$ cat src/rtl/stage4_mem_wb_pkg.sv
// Shared types for the MEM/WB stage: FSM states, operation classes and the
// register-address width used on the write-back port.
package stage_pkg;

  localparam int REG_AW = 5;

  typedef enum logic [1:0] {
    S_IDLE   = 2'd0,
    S_ACCESS = 2'd1,
    S_WB     = 2'd2
  } state_e;

  typedef enum logic [2:0] {
    OP_ALU   = 3'd0,
    OP_LOAD  = 3'd1,
    OP_STORE = 3'd2,
    OP_CALL  = 3'd3,
    OP_RET   = 3'd4
  } op_e;

  // CALL wins over RET, and a store wins over a load.
  function automatic op_e classify_op(input logic call_i, input logic ret_i,
                                      input logic wr_i, input logic rd_i);
    op_e op;
    if (call_i) begin
      op = OP_CALL;
    end else if (ret_i) begin
      op = OP_RET;
    end else if (wr_i) begin
      op = OP_STORE;
    end else if (rd_i) begin
      op = OP_LOAD;
    end else begin
      op = OP_ALU;
    end
    return op;
  endfunction

endpackage

$ cat src/rtl/stage4_mem_wb_stack_ptr_unit.sv
// Stack pointer owner: moves SP on completed push/pop and latches a sticky
// fault when a CALL meets a full stack or a RET meets an empty one.
module stack_ptr_unit
  import stage_pkg::*;
#(
  parameter int                ADDR_W  = 8,
  parameter logic [ADDR_W-1:0] SP_INIT = 8'hFF
) (
  input  logic              clk,
  input  logic              reset,
  input  logic              push_i,
  input  logic              pop_i,
  input  logic              call_chk_i,
  input  logic              ret_chk_i,
  output logic [ADDR_W-1:0] sp_o,
  output logic              at_floor_o,
  output logic              at_top_o,
  output logic              fault_o
);

  localparam logic [ADDR_W-1:0] SP_ONE = ADDR_W'(1);

  logic [ADDR_W-1:0] sp_q, sp_d;
  logic              fault_q, fault_d;

  assign at_floor_o = (sp_q == '0);
  assign at_top_o   = (sp_q == SP_INIT);
  assign sp_o       = sp_q;
  assign fault_o    = fault_q;

  // Next SP and sticky fault
  always_comb begin
    sp_d    = sp_q;
    fault_d = fault_q | (call_chk_i & at_floor_o) | (ret_chk_i & at_top_o);
    if (push_i) begin
      sp_d = sp_q - SP_ONE;
    end else if (pop_i) begin
      sp_d = sp_q + SP_ONE;
    end else begin
      sp_d = sp_q;
    end
  end

  // SP and fault registers
  always_ff @(posedge clk) begin
    if (reset) begin
      sp_q    <= SP_INIT;
      fault_q <= 1'b0;
    end else begin
      sp_q    <= sp_d;
      fault_q <= fault_d;
    end
  end

endmodule

$ cat src/rtl/stage4_mem_wb.sv
// Combined memory-access / write-back stage: loads, stores and CALL/RET stack
// traffic over a req/ack memory port, then one write-back pulse into stage2.
module stage4_mem_wb
  import stage_pkg::*;
#(
  parameter int                DATA_W  = 32,
  parameter int                ADDR_W  = 8,
  parameter logic [ADDR_W-1:0] SP_INIT = 8'hFF
) (
  input  logic              clk,
  input  logic              reset,
  input  logic              En_Pipeline,
  input  logic [DATA_W-1:0] ALU_result_in,
  input  logic [DATA_W-1:0] Store_data_in,
  input  logic [DATA_W-1:0] Return_Addr_in,
  input  logic [REG_AW-1:0] Addr_Write_Reg_in,
  input  logic              Reg_Write_En_in,
  input  logic              WB_Mux_sel_in,
  input  logic              Memory_Read_in,
  input  logic              Memory_Write_in,
  input  logic              CALL_flag_in,
  input  logic              RET_flag_in,
  output logic              mem_req,
  output logic              mem_we,
  output logic [ADDR_W-1:0] mem_addr,
  output logic [DATA_W-1:0] mem_wdata,
  input  logic [DATA_W-1:0] mem_rdata,
  input  logic              mem_ack,
  output logic [REG_AW-1:0] Addr_Write_Reg_out,
  output logic              Reg_Write_En_out,
  output logic [DATA_W-1:0] data_out,
  output logic [DATA_W-1:0] Forward_Data_out,
  output logic [ADDR_W-1:0] SP_Data,
  output logic              RET_valid,
  output logic [DATA_W-1:0] RET_Addr,
  output logic              Stall_out,
  output logic              Stack_fault
);

  localparam logic [ADDR_W-1:0] SP_ONE = ADDR_W'(1);

  state_e            state_q, state_d;
  op_e               op_in_s, op_q;
  logic [DATA_W-1:0] alu_q, wdata_q, rdata_q, wb_data_s;
  logic [ADDR_W-1:0] addr_q, addr_s;
  logic [REG_AW-1:0] dest_q;
  logic              rwe_q, wbsel_q, we_q, ret_ok_q;
  logic              capture_s, fault_hit_s, ack_s, at_floor_s, at_top_s;

  assign op_in_s     = classify_op(CALL_flag_in, RET_flag_in, Memory_Write_in, Memory_Read_in);
  assign capture_s   = En_Pipeline && (state_q == S_IDLE);
  assign fault_hit_s = ((op_in_s == OP_CALL) && at_floor_s) || ((op_in_s == OP_RET) && at_top_s);
  assign ack_s       = (state_q == S_ACCESS) && mem_ack;
  assign wb_data_s   = wbsel_q ? rdata_q : alu_q;

  stack_ptr_unit #(.ADDR_W(ADDR_W), .SP_INIT(SP_INIT)) u_sp (
    .clk        (clk),
    .reset      (reset),
    .push_i     (ack_s && (op_q == OP_CALL)),
    .pop_i      (ack_s && (op_q == OP_RET)),
    .call_chk_i (capture_s && (op_in_s == OP_CALL)),
    .ret_chk_i  (capture_s && (op_in_s == OP_RET)),
    .sp_o       (SP_Data),
    .at_floor_o (at_floor_s),
    .at_top_o   (at_top_s),
    .fault_o    (Stack_fault)
  );

  // Push writes at SP, pop reads the slot above it
  always_comb begin
    addr_s = ALU_result_in[ADDR_W-1:0];
    case (op_in_s)
      OP_CALL: addr_s = SP_Data;
      OP_RET:  addr_s = SP_Data + SP_ONE;
      default: addr_s = ALU_result_in[ADDR_W-1:0];
    endcase
  end

  // FSM state register
  always_ff @(posedge clk) begin
    if (reset) begin
      state_q <= S_IDLE;
    end else begin
      state_q <= state_d;
    end
  end

  // FSM next state; faulted stack ops skip the memory access
  always_comb begin
    state_d = state_q;
    case (state_q)
      S_IDLE: begin
        if (!En_Pipeline) begin
          state_d = S_IDLE;
        end else if ((op_in_s == OP_ALU) || fault_hit_s) begin
          state_d = S_WB;
        end else begin
          state_d = S_ACCESS;
        end
      end
      S_ACCESS: begin
        if (mem_ack) begin
          state_d = S_WB;
        end else begin
          state_d = S_ACCESS;
        end
      end
      S_WB:    state_d = S_IDLE;
      default: state_d = S_IDLE;
    endcase
  end

  // Op capture and read-data latch
  always_ff @(posedge clk) begin
    if (reset) begin
      op_q     <= OP_ALU;
      alu_q    <= '0;
      wdata_q  <= '0;
      rdata_q  <= '0;
      addr_q   <= '0;
      dest_q   <= '0;
      rwe_q    <= 1'b0;
      wbsel_q  <= 1'b0;
      we_q     <= 1'b0;
      ret_ok_q <= 1'b0;
    end else if (capture_s) begin
      op_q     <= op_in_s;
      alu_q    <= ALU_result_in;
      wdata_q  <= (op_in_s == OP_CALL) ? Return_Addr_in : Store_data_in;
      rdata_q  <= '0;
      addr_q   <= addr_s;
      dest_q   <= Addr_Write_Reg_in;
      rwe_q    <= Reg_Write_En_in && ((op_in_s == OP_ALU) || (op_in_s == OP_LOAD));
      wbsel_q  <= WB_Mux_sel_in;
      we_q     <= (op_in_s == OP_STORE) || (op_in_s == OP_CALL);
      ret_ok_q <= (op_in_s == OP_RET) && !fault_hit_s;
    end else if (ack_s) begin
      rdata_q  <= mem_rdata;
    end
  end

  // Outputs decoded from the state and latched op
  always_comb begin
    mem_req            = 1'b0;
    mem_we             = 1'b0;
    mem_addr           = '0;
    mem_wdata          = '0;
    Stall_out          = 1'b0;
    Reg_Write_En_out   = 1'b0;
    Addr_Write_Reg_out = '0;
    data_out           = '0;
    Forward_Data_out   = '0;
    RET_valid          = 1'b0;
    RET_Addr           = '0;
    case (state_q)
      S_ACCESS: begin
        mem_req   = 1'b1;
        mem_we    = we_q;
        mem_addr  = addr_q;
        mem_wdata = wdata_q;
        Stall_out = 1'b1;
      end
      S_WB: begin
        Reg_Write_En_out   = rwe_q;
        Addr_Write_Reg_out = dest_q;
        data_out           = wb_data_s;
        Forward_Data_out   = wb_data_s;
        RET_valid          = ret_ok_q;
        RET_Addr           = ret_ok_q ? rdata_q : '0;
      end
      default: begin
        mem_req = 1'b0;
      end
    endcase
  end

endmodule

$ cat config.mk
export PLATFORM = sky130hd
export DESIGN_NAME = stage4_mem_wb
export DESIGN_NICKNAME = d
export VERILOG_FILES = /design/src/rtl/stage4_mem_wb_pkg.sv /design/src/rtl/stage4_mem_wb_stack_ptr_unit.sv /design/src/rtl/stage4_mem_wb.sv
export SDC_FILE = /design/constraint.sdc
export NUM_CORES = 1
export LEC_CHECK = 0
export CAP_MARGIN = 30
export CORE_MARGIN = 1.5
export CORE_UTILIZATION = 30
export CTS_CLUSTER_DIAMETER = 100
export CTS_CLUSTER_SIZE = 24
export DETAILED_ROUTE_END_ITERATION = 16
export PLACE_DENSITY = 0.72
export REMOVE_ABC_BUFFERS = 1
export SLEW_MARGIN = 20
export SYNTH_ARGS = -nofsm -noshare
export SYNTH_HDL_FRONTEND = slang
export SYNTH_SLANG_ARGS = --single-unit
$ cat constraint.sdc
create_clock -name clk -period 2 [get_ports clk]
set_clock_uncertainty 0.1 [all_clocks]
set_input_delay 0.4 -clock clk [delete_from_list [all_inputs] [get_ports clk]]
set_output_delay 0.4 -clock clk [all_outputs]
set_load 0.01 [all_outputs]
==> results.txt, run 1 <==
----------------------------------------------------
[Clock tree]
  Largest buffer count on any clock path ... 2
  Clock buffers created by TritonCTS ... 17
  Hold buffer count at cts ... 0
  CTS H-tree lvls ... 4
  Clk sinks ... 127
  Clock transition at the registers of the reported paths ... 60 ps
  CTS tree ... built
  Skew-Pair Late Insertion Delay ... roughly 400 ps
  CTS root buffer ... clkbuf_16

[Power and ir drop]
  PD cells ... 683 nW/um^2
  Total Power Consumption ... 7920 uW
  Internal power consumption ... 5770 uW
  Leakage power ... around 0.0047 uW
  Power dissipated by switching net loads ... between 2000 and 2500 uW
  Proportion of total power due to net switching ... approximately 27%
  Largest vdd supply drop ... 0.542 mV
  Share of total power in sequential cells ... between 30% and 40%
  Part of the total power dissipated in combinational logic ... 21.8%
  Share of power burned in the clock network ... ~42%

[Routing]
  DR WL/cell ... 18.4 um
  Total length of routed wires ... 25.9 mm
  Detailed Route Iter0 Violations ... 339
  DR vias/cell ... 5.05
  Antenna-violating nets left ... 0
  Drt drc ... 0
  Detailed-router iteration count before antenna repair ... 5
  Overall via count from detail_route ... 7120

[Die]
  Die Ht ... roughly 150 um
  Die area ... 22700 um^2
  I/O pin total ... 298
  Standard-cell row count ... 53
  Floorplan die width ... 151 um
  Placeable core region ... between 20000 and 25000 um^2
  Initial Util ... 30.9%

[Global routing]
  Met3 layer usage reported by global route ... 6.33%
  Global Route met1 Usage ... 25.1%
  Fraction of met2 tracks used by global routing ... 38.3%
  First-pass GRT wire length ... 37.3 mm
  Most Crowded Layer GR ... met2
  Global router's overall resource usage ... 21.6%
  Vias in the first global route ... 6813
  Pin count of the biggest net entering global routing ... 84
  Number of antenna violations at the first check in global routing ... 1
  Total congestion overflow after global routing ... 0

[Synthesis]
  FFs w/ async S/R, synth ... 0%
  Warning count from the yosys run ... 0
  Biggest area consumer among synthesized cells ... dfxtp_1
  Post-synthesis instance area ... 6550 um^2
  Share of the yosys chip area belonging to registers ... about two fifths
  Number of enable-type register cells in the synthesized netlist ... 0
  Average cell area after synthesis ... 7.77 um^2
  Post-synth top area share ... 38.8%
  Number of storage elements in the synthesis netlist ... between 100 and 150
  Post-synth top flop ... dfxtp_1
  Unique masters post-synth ... 52
  Syn Inst Count ... 843
  Largest cells by area after synthesis ... dfxtp_1, mux2i_1, nand2_1

[STA]
  Number of hold violations in the final report ... 0
  Crit path time final ... roughly 2100 ps
  Final cycle utilization of the critical path ... 105%
  Highest attainable clock frequency ... ~480 MHz
  Worst rel slew slack ... 60.0%
  Setup violators final ... 120
  Final max-slew violation count ... 0
  Worst-Margin Slew ... 595 ps
  Min setup slack post-route ... -105 ps
  Setup repair after global routing missed its margin ... yes

[Finish]
  Share of layout cells above drive strength 1 ... about a third
  Post-layout nets ... 1269
  Diode count ... 0
  Area added between synthesis and finish ... 77.1%
  Core utilization of the finished layout ... 54.7%

[Placement]
  Routability congestion estimate ... 0.852
  Count of buffers from port buffering ... 297
  Detailed-placement wirelength estimate ... 16.0 mm

[Run]
  Number of max-capacitance violations reported ... 0

[Worst setup path]
  Endpoint class of the critical path ... output pin
  Delay of the slowest critical-path stage ... 380 ps
  Startpoint types ... flop
  CP Buf/Inv Count ... 3
  Worst-path cell with the longest stage delay ... dfxtp_4
  Critical-path maximum fanout ... 7
  Critical-path cell list ... nor2b_4, buf_12, clkbuf_16, and3_1, buf_2
  CP delay by family, top ... buffers and inverters
  CP Class ... flop to output pin
  Data required time at the worst endpoint ... 1500 ps
  Arr. time, crit path ... 1600 ps

[Min path]
  Type of the most critical hold path ... input port to flop

[Run status]
  Outcome ... complete, but fails checks
  Violations in the final reports ... negative setup slack

----------------------------------------------------
## cells in the mapped netlist (all sizes together) (2+ instances only)
master    n
nand2   161
dfxtp   127
a21oi    90
nor2     77
buf      68
mux2i    65
and2     49
clkbuf   38
and3     36
a211oi   34
o21ai    14
nand3    10
nand4     8
inv       7
nor4      5
nor3      4
o21a      4
a31oi     3
and3b     3
ha        3
nor2b     3
o211ai    3
nand3b    2
o22ai     2
o31a      2
or3       2
xnor2     2
## kinds of logic after synthesis
| group | count (synthesis) | share of synthesized area [%] |
|---|---|---|
| simple gates | 366 | 26.1 |
| xor+xnor | 3 | 0.401 |
| flops | 127 | 38.8 |
| mux | 65 | 9.93 |
| compound gates | 166 | 15.3 |
| buf+inv | 113 | 8.94 |
| fa+ha+maj | 3 | 0.573 |
## power by group through the flow
stage,clock [uW],sequential [uW],combinational (uW)
final,3340,2850,1730
after global routing,3540,2870,1860
after CTS,3430,2820,1540
after detailed placement,0,2870,1360
after global placement,0,2860,1340
after floorplan,0,2850,570
## layout make-up
class | count | area (um^2)
Sequential cell | 127 | 2560
Fill cell | 1919 | 9620
Timing Repair Buffer | 367 | 3890
Clock inverter | 13 | 188
Clock buffer | 19 | 443
Multi-Input combinational cell | 603 | 4140
Tap cell | 275 | 344
Inverter | 7 | 26.3
## worst paths after layout
kind	from	endpoint	slack, ps	cells past startpoint
max	state_q[1]$_SDFF_PP0_	RET_Addr[14]	-100	5
min reg2reg	dest_q[0]$_SDFFE_PP0P_	dest_q[0]$_SDFFE_PP0P_	360	2
max reg2reg	state_q[1]$_SDFF_PP0_	u_sp.sp_o[6]$_SDFFE_PP1P_	270	5
min	reset	u_sp.sp_o[1]$_SDFFE_PP1P_	270	3
## per-stage QoR
stage | hold WS [ps] | std cells | TNS [ps] | cell area [um^2] | worst slack, ps
3_3_place_gp | 339 | 1353 | -3940 | 9810 | -102
2_1_floorplan | 321 | 737 | -139470 | 5990 | -1300
4_1_cts | 240 | 1401 | -10310 | 10800 | -133
5_1_grt | 273 | 1411 | -12270 | 11600 | -159
3_5_place_dp | 344 | 1353 | -5380 | 9810 | -140
6_report | 267 | 1411 | -3830 | 11600 | -105
## tightest hold or removal path: cells and delay by family
family | cells | cell delay [ps]
buffers and inverters | 2 | 230
AO/OA/AOI/OAI | 1 | 110
## sequential cells by signal, indices dropped and copies added (netlist names)
register,cells
alu_q,32
rdata_q,32
wdata_q,32
addr_q,8
u_sp.sp_o,8
dest_q,5
op_q,3
state_q,2
ret_ok_q,1
rwe_q,1
u_sp.fault_o,1
wbsel_q,1
we_q,1
## placed cells by master (no fill, tap or decap), types with 3 or more instances in the layout
cell type        netlist  routed
a211oi_1              34      34
a21oi_1               90      90
a31oi_1                3       3
and2_1                49      13
and2_4                 0      36
and3_1                36      33
and3_4                 0       3
buf_12                 0      16
buf_16                 0       8
buf_2                 30      47
buf_4                 33      34
buf_6                  0     105
bufinv_16              0       4
clkbuf_16              0      24
clkdlybuf4s50_1        0     146
clkinv_4               0       3
clkinvlp_4             0       3
dfxtp_1              127     118
dfxtp_2                0       5
dfxtp_4                0       4
ha_1                   3       3
inv_1                  7       7
mux2i_1               65      34
mux2i_2                0       3
mux2i_4                0      28
nand2_1              161     160
nand3_1               10      10
nand4_1                8       8
nor2_1                77      45
nor2_2                 0       3
nor2_4                 0      29
nor3_1                 4       4
nor4_1                 5       5
o211ai_1               3       3
o21a_1                 4       4
o21ai_0               12      12
## what timing repair did
| action | in CTS | in global routing |
|---|---|---|
| pin swaps | 0 | 41 |
| cloned | 9 | 7 |
| setup buffers | 7 | 4 |
| setup endpoints to repair | 153 | 146 |
| gates resized for setup | 606 | 282 |
## metal layers
layer,vias up,wire length [um]
met4,0,583
met5,-,0
li1,3431,-
met3,42,2250
met2,328,13100
met1,3319,10000
(Power assumes the default switching activity.)
==> run 2: changes to the inputs <==
--- a/config.mk
+++ b/config.mk
@@ -8,7 +8,6 @@
 export CAP_MARGIN = 30
 export CORE_MARGIN = 1.5
 export CORE_UTILIZATION = 30
-export CTS_CLUSTER_DIAMETER = 100
 export CTS_CLUSTER_SIZE = 24
 export DETAILED_ROUTE_END_ITERATION = 16
 export PLACE_DENSITY = 0.72
==> results of run 2 <==
Same layout as run 1: the final DEF is identical, and so are final timing and power.
